File: config.mk
export PLATFORM = sky130hd
export DESIGN_NAME = matrix_ram_loader
export DESIGN_NICKNAME = d
export VERILOG_FILES = /design/src/rtl/matrix_pkg.sv /design/src/rtl/aug_index_counter.sv /design/src/rtl/matrix_ram_loader.sv
export SDC_FILE = /design/constraint.sdc
export NUM_CORES = 1
export LEC_CHECK = 0
export ABC_AREA = 0
export BUFFER_PORTS_ARGS = -buffer_cell sky130_fd_sc_hd__buf_2
export CORE_UTILIZATION = 51
export CTS_CLUSTER_DIAMETER = 40
export DETAILED_ROUTE_END_ITERATION = 16
export GPL_TIMING_DRIVEN = 0
export PLACE_DENSITY = 0.76
export REMOVE_ABC_BUFFERS = 1
export SYNTH_ARGS = -nofsm -noshare
export SYNTH_HDL_FRONTEND = slang
export SYNTH_SLANG_ARGS = --single-unit
File: constraint.sdc
create_clock -name clk -period 2.2 [get_ports clk]
set_input_delay 0.11 -clock clk [delete_from_list [all_inputs] [get_ports clk]]
set_output_delay 0.11 -clock clk [all_outputs]
set_load 0.005 [all_outputs]
File: src/rtl/matrix_pkg.sv
// Shared definitions for the matrix inverter's RAM loader: sizes, loader FSM states
// and the augmented-matrix address map.
package matrix_pkg;

   localparam int MAT_N  = 5;
   localparam int MAT_DW = 32;
   localparam int MAT_AW = 6;

   typedef enum logic [1:0] {S_IDLE, S_A, S_I, S_START} loader_state_t;

   // Row r of [A | I] occupies 2N consecutive words starting at r*2N.
   function automatic logic [MAT_AW-1:0] aug_addr(input int row, input int col);
      return MAT_AW'(row * 2 * MAT_N + col);
   endfunction

endpackage

File: src/rtl/aug_index_counter.sv
// Row/column/address counters for walking the augmented matrix [A | I] in row-major
// order, with flags for the last A column, the last augmented column and the last row.
module aug_index_counter #(
   parameter int N  = 5,
   parameter int AW = 6,
   parameter int RW = 3,
   parameter int CW = 4
) (
   input  logic          clk,
   input  logic          rst,
   input  logic          en,
   input  logic          clr,
   output logic [RW-1:0] row,
   output logic [CW-1:0] col,
   output logic [AW-1:0] addr,
   output logic          a_last,
   output logic          i_last,
   output logic          row_last
);

   assign a_last   = (col == CW'(N - 1));
   assign i_last   = (col == CW'(2 * N - 1));
   assign row_last = (row == RW'(N - 1));

   always_ff @(posedge clk or posedge rst) begin
      if (rst) begin
         row  <= '0;
         col  <= '0;
         addr <= '0;
      end else if (clr) begin
         row  <= '0;
         col  <= '0;
         addr <= '0;
      end else if (en) begin
         addr <= addr + AW'(1);
         if (i_last) begin
            col <= '0;
            row <= row + RW'(1);
         end else begin
            col <= col + CW'(1);
         end
      end
   end

endmodule

File: src/rtl/matrix_ram_loader.sv
// Streams an NxN matrix into the shared DataRam as [A | I] and pulses start for the inverter.
// Optional diagonal-zero detection is built when MATRIX_LOADER_PIVOT_CHECK_EN is defined.
module matrix_ram_loader
   import matrix_pkg::*;
#(
   parameter int N  = MAT_N,
   parameter int DW = MAT_DW,
   parameter int AW = MAT_AW
) (
   input  logic                 clk,
   input  logic                 rst,
   input  logic                 in_valid,
   input  logic signed [DW-1:0] in_data,
   output logic                 in_ready,
   input  logic                 inv_busy,
   output logic                 ram_we,
   output logic [AW-1:0]        ram_addr,
   output logic signed [DW-1:0] ram_din,
   output logic                 start,
   output logic                 pivot_zero
);

   // Row counter briefly reaches N on the final wrap before S_START clears it.
   localparam int RW = $clog2(N + 1);
   localparam int CW = $clog2(2 * N);

   loader_state_t st, nxt;

   logic [RW-1:0]        row;
   logic [CW-1:0]        col;
   logic [AW-1:0]        addr;
   logic                 a_last, i_last, row_last;
   logic                 cnt_en, cnt_clr;
   logic                 wr, start_set, id_hit, idle_ok;
   logic signed [DW-1:0] wdata;

   logic                 we_p1, start_p1;
   logic [AW-1:0]        addr_p1;
   logic signed [DW-1:0] din_p1;

   aug_index_counter #(
      .N  (N),
      .AW (AW),
      .RW (RW),
      .CW (CW)
   ) u_cnt (
      .clk      (clk),
      .rst      (rst),
      .en       (cnt_en),
      .clr      (cnt_clr),
      .row      (row),
      .col      (col),
      .addr     (addr),
      .a_last   (a_last),
      .i_last   (i_last),
      .row_last (row_last)
   );

   assign id_hit = ((int'(col) - N) == int'(row));

   // idle_ok keeps in_ready low while reset is held; the start cycle itself is also
   // closed so the inverter always has the following cycle to raise inv_busy.
   always_comb begin
      nxt       = st;
      in_ready  = 1'b0;
      wr        = 1'b0;
      wdata     = in_data;
      cnt_en    = 1'b0;
      cnt_clr   = 1'b0;
      start_set = 1'b0;
      case (st)
         S_IDLE: begin
            in_ready = idle_ok && !start_p1 && !inv_busy;
            if (in_valid && in_ready) begin
               wr     = 1'b1;
               cnt_en = 1'b1;
               nxt    = a_last ? S_I : S_A;
            end
         end
         S_A: begin
            in_ready = 1'b1;
            if (in_valid) begin
               wr     = 1'b1;
               cnt_en = 1'b1;
               if (a_last) nxt = S_I;
            end
         end
         S_I: begin
            wr     = 1'b1;
            wdata  = id_hit ? DW'(1) : '0;
            cnt_en = 1'b1;
            if (i_last) nxt = row_last ? S_START : S_A;
         end
         S_START: begin
            cnt_clr   = 1'b1;
            start_set = 1'b1;
            nxt       = S_IDLE;
         end
         default: nxt = S_IDLE;
      endcase
   end

   // Stage p1: registered RAM port and start pulse.
   always_ff @(posedge clk or posedge rst) begin
      if (rst) begin
         st       <= S_IDLE;
         idle_ok  <= 1'b0;
         we_p1    <= 1'b0;
         start_p1 <= 1'b0;
         addr_p1  <= '0;
         din_p1   <= '0;
      end else begin
         st       <= nxt;
         idle_ok  <= 1'b1;
         we_p1    <= wr;
         start_p1 <= start_set;
         if (wr) begin
            addr_p1 <= addr;
            din_p1  <= wdata;
         end
      end
   end

   assign ram_we   = we_p1;
   assign ram_addr = addr_p1;
   assign ram_din  = din_p1;
   assign start    = start_p1;

`ifdef MATRIX_LOADER_PIVOT_CHECK_EN
   logic accept, first_beat, diag_zero, pz_p1;

   assign accept     = in_valid && in_ready;
   assign first_beat = accept && (st == S_IDLE);
   assign diag_zero  = accept && (int'(col) == int'(row)) && (in_data == '0);

   always_ff @(posedge clk or posedge rst) begin
      if (rst) begin
         pz_p1 <= 1'b0;
      end else if (accept) begin
         pz_p1 <= diag_zero || (pz_p1 && !first_beat);
      end
   end

   assign pivot_zero = pz_p1;
`else
   assign pivot_zero = 1'b0;
`endif

endmodule

======== Word level (Yosys, flattened, before mapping) ========
Index checks and enable logic that the tools add are counted.
word-level totals
  register bits ........................... 56
  input bits .............................. 36
  output and inout port bits .............. 42
operators by class
  add/subtract/negate cells ............... 4
  equal/unequal tests ..................... 11
  multiplexer cells ....................... 22
  reductions and logical operators ........ 10
operators with widths
  operator                                                               number
  32-bit two-way mux                                                     1
  2-bit two-way mux                                                      6
  4-bit two-way mux                                                      3
  6-bit two-way mux                                                      2
  3-bit two-way mux                                                      3
  2-bit inequality test, second input constant                           4
  2-bit one-hot mux with 4 select lines                                  1
  6-bit by 1-bit adder with 6-bit output, second input constant          1
  5-bit by 4-bit equality test with 1-bit output                         1
  4-bit by 3-bit subtractor with 5-bit output, second input constant     1
  4-bit by 1-bit adder with 4-bit output, second input constant          1
  2-bit equality test, second input constant                             2
  4-bit by 3-bit equality test with 1-bit output, second input constant  1
  4-bit equality test, second input constant                             1
  1-bit two-way mux                                                      4
  4-bit AND reduction                                                    1
  2-bit nonzero test                                                     2
  3-bit by 1-bit adder with 3-bit output, second input constant          1
  3-bit equality test, second input constant                             1
  1-bit logical AND                                                      3
  1-bit one-hot mux with 3 select lines                                  1
  2-bit by 1-bit equality test with 1-bit output, second input constant  1
  1-bit zero test                                                        2
  2-bit zero test                                                        1
  2 further kinds                                                        2

======== Logic depth before layout (Yosys ltp) ========
Gate-level depths: netlist of the first run.
  word-level depth ........................ 8
  gate-level depth with buffers ........... 7
  gate-level depth less buffers ........... 6

======== Modules after synthesis ========
Synthesis of the first run repeated with hierarchy kept, for this count alone.
unflattened totals
  cell total of the unflattened synthesis .. 263
  area total of the unflattened synthesis .. 2547.4 µm²
by module, submodules not included
  module             times used  cells an instance  area each (µm²)  seq. area each (µm²)
  matrix_ram_loader  1           190                1844.3           1076.0
  aug_index_counter  1           73                 703.2            325.3

======== Worst setup path after synthesis of the first run ========
OpenSTA, ideal clock, no wires.
  kind .................................... reg-to-reg
  start ................................... register u_cnt.col[0]
  end ..................................... register din_p1[0], in the netlist ram_din[0]
  setup time .............................. 65 ps
  arrival time ............................ 1592 ps
  path slack .............................. 543 ps
  stages on the path, launching flop included .. 7
  path buffers ............................ 0
  clock period less this slack ............ 1657 ps
  cell sequence ........................... dfrtp_1 -> inv_1 -> ha_1 -> xnor2_1 -> nand3b_1 -> a2111oi_2 -> o221a_2
on the way
  word-level cells in the longest chain between the ends .. 4
ends and longest elaborated chain
  item                                            line                      source
  start: declaration                              aug_index_counter.sv:14   output logic [CW-1:0] col,
  start signal: assignment                        aug_index_counter.sv:40   col <= col + CW'(1);
  4-bit by 3-bit subtractor with 5-bit output     matrix_ram_loader.sv:59   assign id_hit = ((int'(col) - N) == int'(row));
  5-bit by 4-bit equality test with 1-bit output  matrix_ram_loader.sv:59
  1-bit two-way mux                               matrix_ram_loader.sv:90   wdata = id_hit ? DW'(1) : '0;
  32-bit two-way mux                              matrix_ram_loader.sv:71   case (st)
  end signal: assignment                          matrix_ram_loader.sv:119  din_p1 <= wdata;
  end: declaration                                matrix_ram_loader.sv:39   logic signed [DW-1:0] din_p1;
No other way between the ends.
A chain may end at the register's enable or synchronous reset.

======== Worst setup path after layout of the first run ========
  start ................................... register st[0]
  end ..................................... register addr_p1[3], in the netlist ram_addr[3]
on the way
  word-level cells in the longest chain between the ends .. 2
ends and longest elaborated chain
  item                                               line                      source
  start: declaration                                 matrix_ram_loader.sv:27   loader_state_t st, nxt;
  start signal: assignment                           matrix_ram_loader.sv:113  st <= nxt;
  2-bit equality test, or another cell as far along  matrix_ram_loader.sv:71
  1-bit one-hot mux with 3 select lines *            matrix_ram_loader.sv:71
  end signal: assignment                             matrix_ram_loader.sv:118  addr_p1 <= addr;
  end: declaration                                   matrix_ram_loader.sv:38   logic [AW-1:0] addr_p1;
Every way passes the cells marked *; elsewhere a longest branch is shown, timed or not.

==> flow_summary.ini, run 1 <==
[placed_design]
gp_congestion = 0.8044
placed_area_mm2 = 0.003028
hpwl_mm = 3.638
numPortBuffers = 76

[clocking]
h-tree-depth = 2
cts_sinks = 56
cts_tree = yes
cts_buffers = 5
path_clk_slew_ps = 100
post_cts_resized = 0
post_cts_buffers = 0
cts_buffer_depth = 2
root_buffer = clkbuf_8
insertion_delay_ps = 310

[yosys]
postSynthCellCount = 243
ys_types = 39
ys_seq_area_share_pct = 53.87
avgSynthCellArea_um2 = 10.70
yosysWarnings = 0
synth_top_area_cell = dfrtp_1
synth.top_cell.area_share_pct = 53.87
ys_ff_latch = 56
yosys-top-cells-area = dfrtp_1, mux2i_1, nor2_1
netlist_area_mm2 = 0.002601

[floorplan]
io_pins = 78
die_h_um = 73.42
core-area_mm2 = 0.004817
initial_core_util_pct = 54.00
dieArea_mm2 = 0.005390
core.rowCount = 25
die_w_um = 73.42

[timing]
rsz0062_at_grt = false
hold_viol_final = 0
fin_skew_ps = 6.820
fmax_mhz = 532.7
tightest_slew_ps = 1192
setup_viol = 0
layout_min_cycle_time_ps = 1877
whs_ps = 26.45
slew_violations = 0
relSlewSlack_pct = 20.22
finalCritPeriodShare_pct = 85.34

[grt]
antenna_found_initial = 0
gr-total-overflow = 0
grt_pass1_vias = 1794
grt_first_pass_wirelength_mm = 8.245
grt_start_max_net_pins = 34
grt.total_usage_pct = 20.10

[detailed_routing]
post_drt_via_cell_ratio = 5.192
wl_per_cell_um = 13.40
drc_errors = 0
route.vias.total = 2004
drtAntennaViolNets = 0
dr.pass1.iters = 4
drt-initial-drc-count = 63
wirelength_mm = 5.171

[layout]
drive_gt1_share_pct = 30.72
nNetsFinal = 361
finish.instance_area_mm2 = 0.003132
syn2layout_area_growth_pct = 20.39
fin_util_pct = 65.01
insertedDiodeCount = 0

[min_path]
whs_endpoint = ram_din[26]
whs_path_depth = 3
worstHoldStart = in_data[26]
min_path_type = in2reg

[setup_path]
cp_data_required_time_ps = 2400
reg2reg_slack_ps = 320
timing.rr.start = st[0]
r2r_cells = 3
cp_slowest_cell = and2_1
cp-end-kind = register
critical_path_class = reg2reg
max_stage_delay_ps = 540
r2r_end = ram_addr[3]
path_cells = and2_1 > a21o_4 > mux2_2
cp.arrival_ps = 2080
crit_path_start_kind = register
crit_fanout = 33

[pwr]
p_switching_mw = 1.552
p_clk_share_pct = 13.9
seq_power_share_pct = 44.1
power.density_mw_per_mm2 = 1327
power_mw = 4.156
switching_share_pct = 37.33
leakage_nw = 1.694
p_comb_share_pct = 42.0
vdd.ir_drop.worst_mv = 0.8621
internal_power_mw = 2.605

[run_status]
outcome = finished clean

[run]
drv_cap = 0
==> power groups by stage <==
stage | combinational, mW | sequential, mW | clock, mW
2_1_floorplan | 1.08 | 1.84 | 0
3_3_place_gp | 1.67 | 1.83 | 0
3_5_place_dp | 1.76 | 1.85 | 0
4_1_cts | 1.77 | 1.83 | 0.598
5_1_grt | 1.99 | 1.90 | 0.619
6_report | 1.75 | 1.83 | 0.577
==> state kept, by name, indices dropped and copies added (netlist names) <==
| name | flops |
|---|---|
| ram_addr | 6 |
| u_cnt.addr | 6 |
| idle_ok | 1 |
| ram_we | 1 |
| u_cnt.row | 3 |
| start | 1 |
| u_cnt.col | 4 |
| st | 2 |
| ram_din | 32 |
==> per-layer routing <==
metal	vias to the layer above	share of wire [%]	wire, µm	global-route usage, %
li1	962	-	-	-
met1	958	45	2322	26.22
met2	78	47	2415	33.02
met3	6	7.0	363	5.075
met4	0	1.4	70	6.410
met5	-	0	0	0
==> through the flow <==
step	setup WS [ps]	setup TNS [ps]	std cells
2_1_floorplan	-231.9	-4739	230
3_3_place_gp	-712.9	-14660	373
3_5_place_dp	344.4	0	377
4_1_cts	333.5	0	386
5_1_grt	205.4	0	386
6_report	322.6	0	386
==> logic make-up after synthesis <==
family / Yosys count / share of synthesized area [%]
AND/OR/NAND/NOR: 79 / 13.76
adder cells (fa/ha/maj): 7 / 3.367
AO/OA/AOI/OAI: 40 / 9.813
buffers and inverters: 23 / 4.810
multiplexers: 27 / 11.06
other: 2 / 0.2887
flip-flops: 56 / 53.87
XOR/XNOR: 9 / 3.030
==> cell type report <==
| type | instances | area [µm²] |
|---|---|---|
| well taps | 67 | 83.83 |
| clock buffers | 7 | 86.33 |
| clock inverters | 1 | 7.507 |
| flip-flops and latches | 56 | 1401 |
| multi-input cells | 164 | 1075 |
| repair buffers | 81 | 440.4 |
| fillers | 402 | 1685 |
| inverters | 10 | 37.54 |
==> worst max-delay path: cells and delay by family, from the launching register on <==
kind            cells  cell delay, ps
mux                 1             380
simple gates        1             540
flops               1             460
compound gates      1             370
==> cells in the final DEF (no fill, tap or decap), types with 4 or more instances in the layout <==
cell type,Yosys,layout
mux2i_1,22,22
nand2_1,30,30
o21ai_0,18,18
ha_1,7,7
nor2_1,33,33
clkbuf_8,0,6
a21oi_1,9,9
inv_1,10,9
dfrtp_1,56,56
buf_2,4,76
xnor2_1,5,5
xor2_1,4,4
==> what timing repair did <==
action                                 in CTS  in global routing
setup endpoints to repair                   0                  0
endpoints found under the hold margin      28                  0
hold buffers                                1                  0
==> worst max path at each step <==
stage,startpoint,to,slack [ps],cells after the start
5_1_grt,u_cnt.col[0],ram_din[0],210,6
4_1_cts,st[0],ram_addr[3],330,3
6_report,st[0],ram_addr[3],320,3
2_1_floorplan,idle_ok,ram_din[10],-230,4
3_5_place_dp,st[0],ram_addr[3],340,3
3_3_place_gp,idle_ok,ram_din[12],-710,4
==> cell usage after synthesis (all sizes together) <==
cell	count
a2111oi	2
a21o	2
a21oi	9
a311o	1
a31oi	1
and2	1
and3b	1
and4bb	1
buf	10
clkbuf	3
conb	2
dfrtp	56
ha	7
inv	10
mux2	5
mux2i	22
nand2	30
nand2b	2
nand3	1
nand3b	3
nand4	2
nand4bb	1
nor2	34
nor3b	1
o2111ai	1
o211ai	3
o21ai	18
o221a	1
o22ai	1
o32ai	1
or3	2
xnor2	5
xor2	4
Power figures use the tool's default switching activity.
==> run 2: changes to the inputs <==
- CORE_ASPECT_RATIO: unset -> 1.5
==> flow_summary.ini, run 2 (synthesis results as in run 1) <==
[run_status]
outcome = finished clean

[grt]
grt_pass1_vias = 1791
grt.met3_usage_pct = 3.329
antenna_found_initial = 0
busiest_layer = met2
gr-total-overflow = 0
met2_usage_pct = 34.27
grt_start_max_net_pins = 37
grt_first_pass_wirelength_mm = 7.790
grt_use_met1_pct = 22.20
grt.total_usage_pct = 19.54

[timing]
hold_viol_final = 0
finalSetupTns_ps = 0
rsz0062_at_grt = false
fin_skew_ps = 11.39
slew_violations = 0
whs_ps = 31.79
layout_min_cycle_time_ps = 1848
tightest_slew_ps = 1137
finalCritPeriodShare_pct = 84.02
setup_viol = 0
fmax_mhz = 541.0
relSlewSlack_pct = 23.89

[detailed_routing]
drt-initial-drc-count = 45
post_drt_via_cell_ratio = 5.013
dr.pass1.iters = 4
wirelength_mm = 4.994
drtAntennaViolNets = 0
route.vias.total = 1925
wl_per_cell_um = 13.01
drc_errors = 0

[layout]
final_common_cell = buf_2
drive_gt1_share_pct = 30.82
nNetsFinal = 360
layout_common_cells = buf_2, dfrtp_1, nor2_1, nand2_1, mux2i_1
finalNonFillerCells = 384
largest_register_ffs = 32
syn2layout_area_growth_pct = 19.87
insertedDiodeCount = 0

[placed_design]
numPortBuffers = 76
gp_congestion = 0.7609
hpwl_mm = 3.672
place_inst = 375

[setup_path]
cp-end-kind = register
cp_data_required_time_ps = 2350
critPathTopFamily = compound AO/OA/AOI/OAI gates
crit_path_start_kind = register
reg2reg_slack_ps = 350
critical_path_class = reg2reg
max_stage_delay_ps = 550
critPathBufInv = 1
path_cells = nor3b_1 > o211ai_1 > buf_4 > mux2i_1 > nor2_1
cp.arrival_ps = 2000
cp_slowest_cell = o211ai_1
crit_fanout = 8

[clocking]
post_cts_buffers = 0
cts_tree = yes
path_clk_slew_ps = 100
h-tree-depth = 2
insertion_delay_ps = 310
post_cts_resized = 0
root_buffer = clkbuf_8
cts_buffer_depth = 2
cts_buffers = 5
cts_sinks = 56

[floorplan]
die_h_um = 89.47
core-area_mm2 = 0.004848
io_pins = 78
dieArea_mm2 = 0.005396
core.rowCount = 31
initial_core_util_pct = 53.65
die_w_um = 60.31

[min_path]
min_path_type = in2reg

[run]
drv_cap = 0

[pwr]
power_mw = 4.111
leakage_nw = 1.694
vdd.ir_drop.worst_mv = 0.5551
power.density_mw_per_mm2 = 1319
run 2: cell types whose count changed in the layout (fill, tap and decap cells not counted):
cell        delta
clkinv_2       +1
inv_6          +1
buf_4          +1
buf_6          -2
clkinvlp_4     -1
clkbuf_1       -1
run 2: layer usage:
layer | vias up | share of wire (%)
met3 | 8 | 3.7
met4 | 0 | 1.9
met5 | - | 0
met1 | 905 | 41
met2 | 50 | 53
li1 | 962 | -
run 2: what timing repair did:
item,4_1_cts,5_1_grt
endpoints found under the hold margin,20,0
setup endpoints to repair,0,0
hold buffers,1,0
run 2: tightest hold or removal path: stages:
cell	delay, ps
buf_2	90
nand2_1	40
o21ai_0	60
run 2: path summary, 6_finish.rpt:
check | startpoint | end | cells past startpoint
setup / recovery | idle_ok | ram_din[12] | 5
min in group asynchronous | rst | ram_din[23] | 3
hold / removal | in_data[17] | ram_din[17] | 3
max in group asynchronous | rst | ram_din[27] | 4
hold reg to reg | ram_addr[5] | ram_addr[5] | 2
setup reg to reg | idle_ok | ram_din[12] | 5
run 2: layout make-up:
type / instances / area [µm²]
multi-input cells: 164 / 1075
fillers: 386 / 1730
clock inverters: 2 / 13.76
inverters: 10 / 37.54
well taps: 66 / 82.58
clock buffers: 6 / 82.58
flip-flops and latches: 56 / 1401
repair buffers: 80 / 425.4
run 2: metrics by stage:
stage          utilization, %  instance area (µm²)  setup slack, ps
2_1_floorplan               -                 2514           -231.9
3_5_place_dp            62.12                 3012            321.4
5_1_grt                 64.31                 3118            179.7
3_3_place_gp            61.39                 2977           -689.1
4_1_cts                 64.31                 3118            320.1
6_report                64.31                 3118            351.6
run 2: power breakdown:
part,switching (mW),internal [mW]
clock,0.322,0.258
combinational,0.858,0.838
sequential,0.343,1.49
total,1.52,2.59
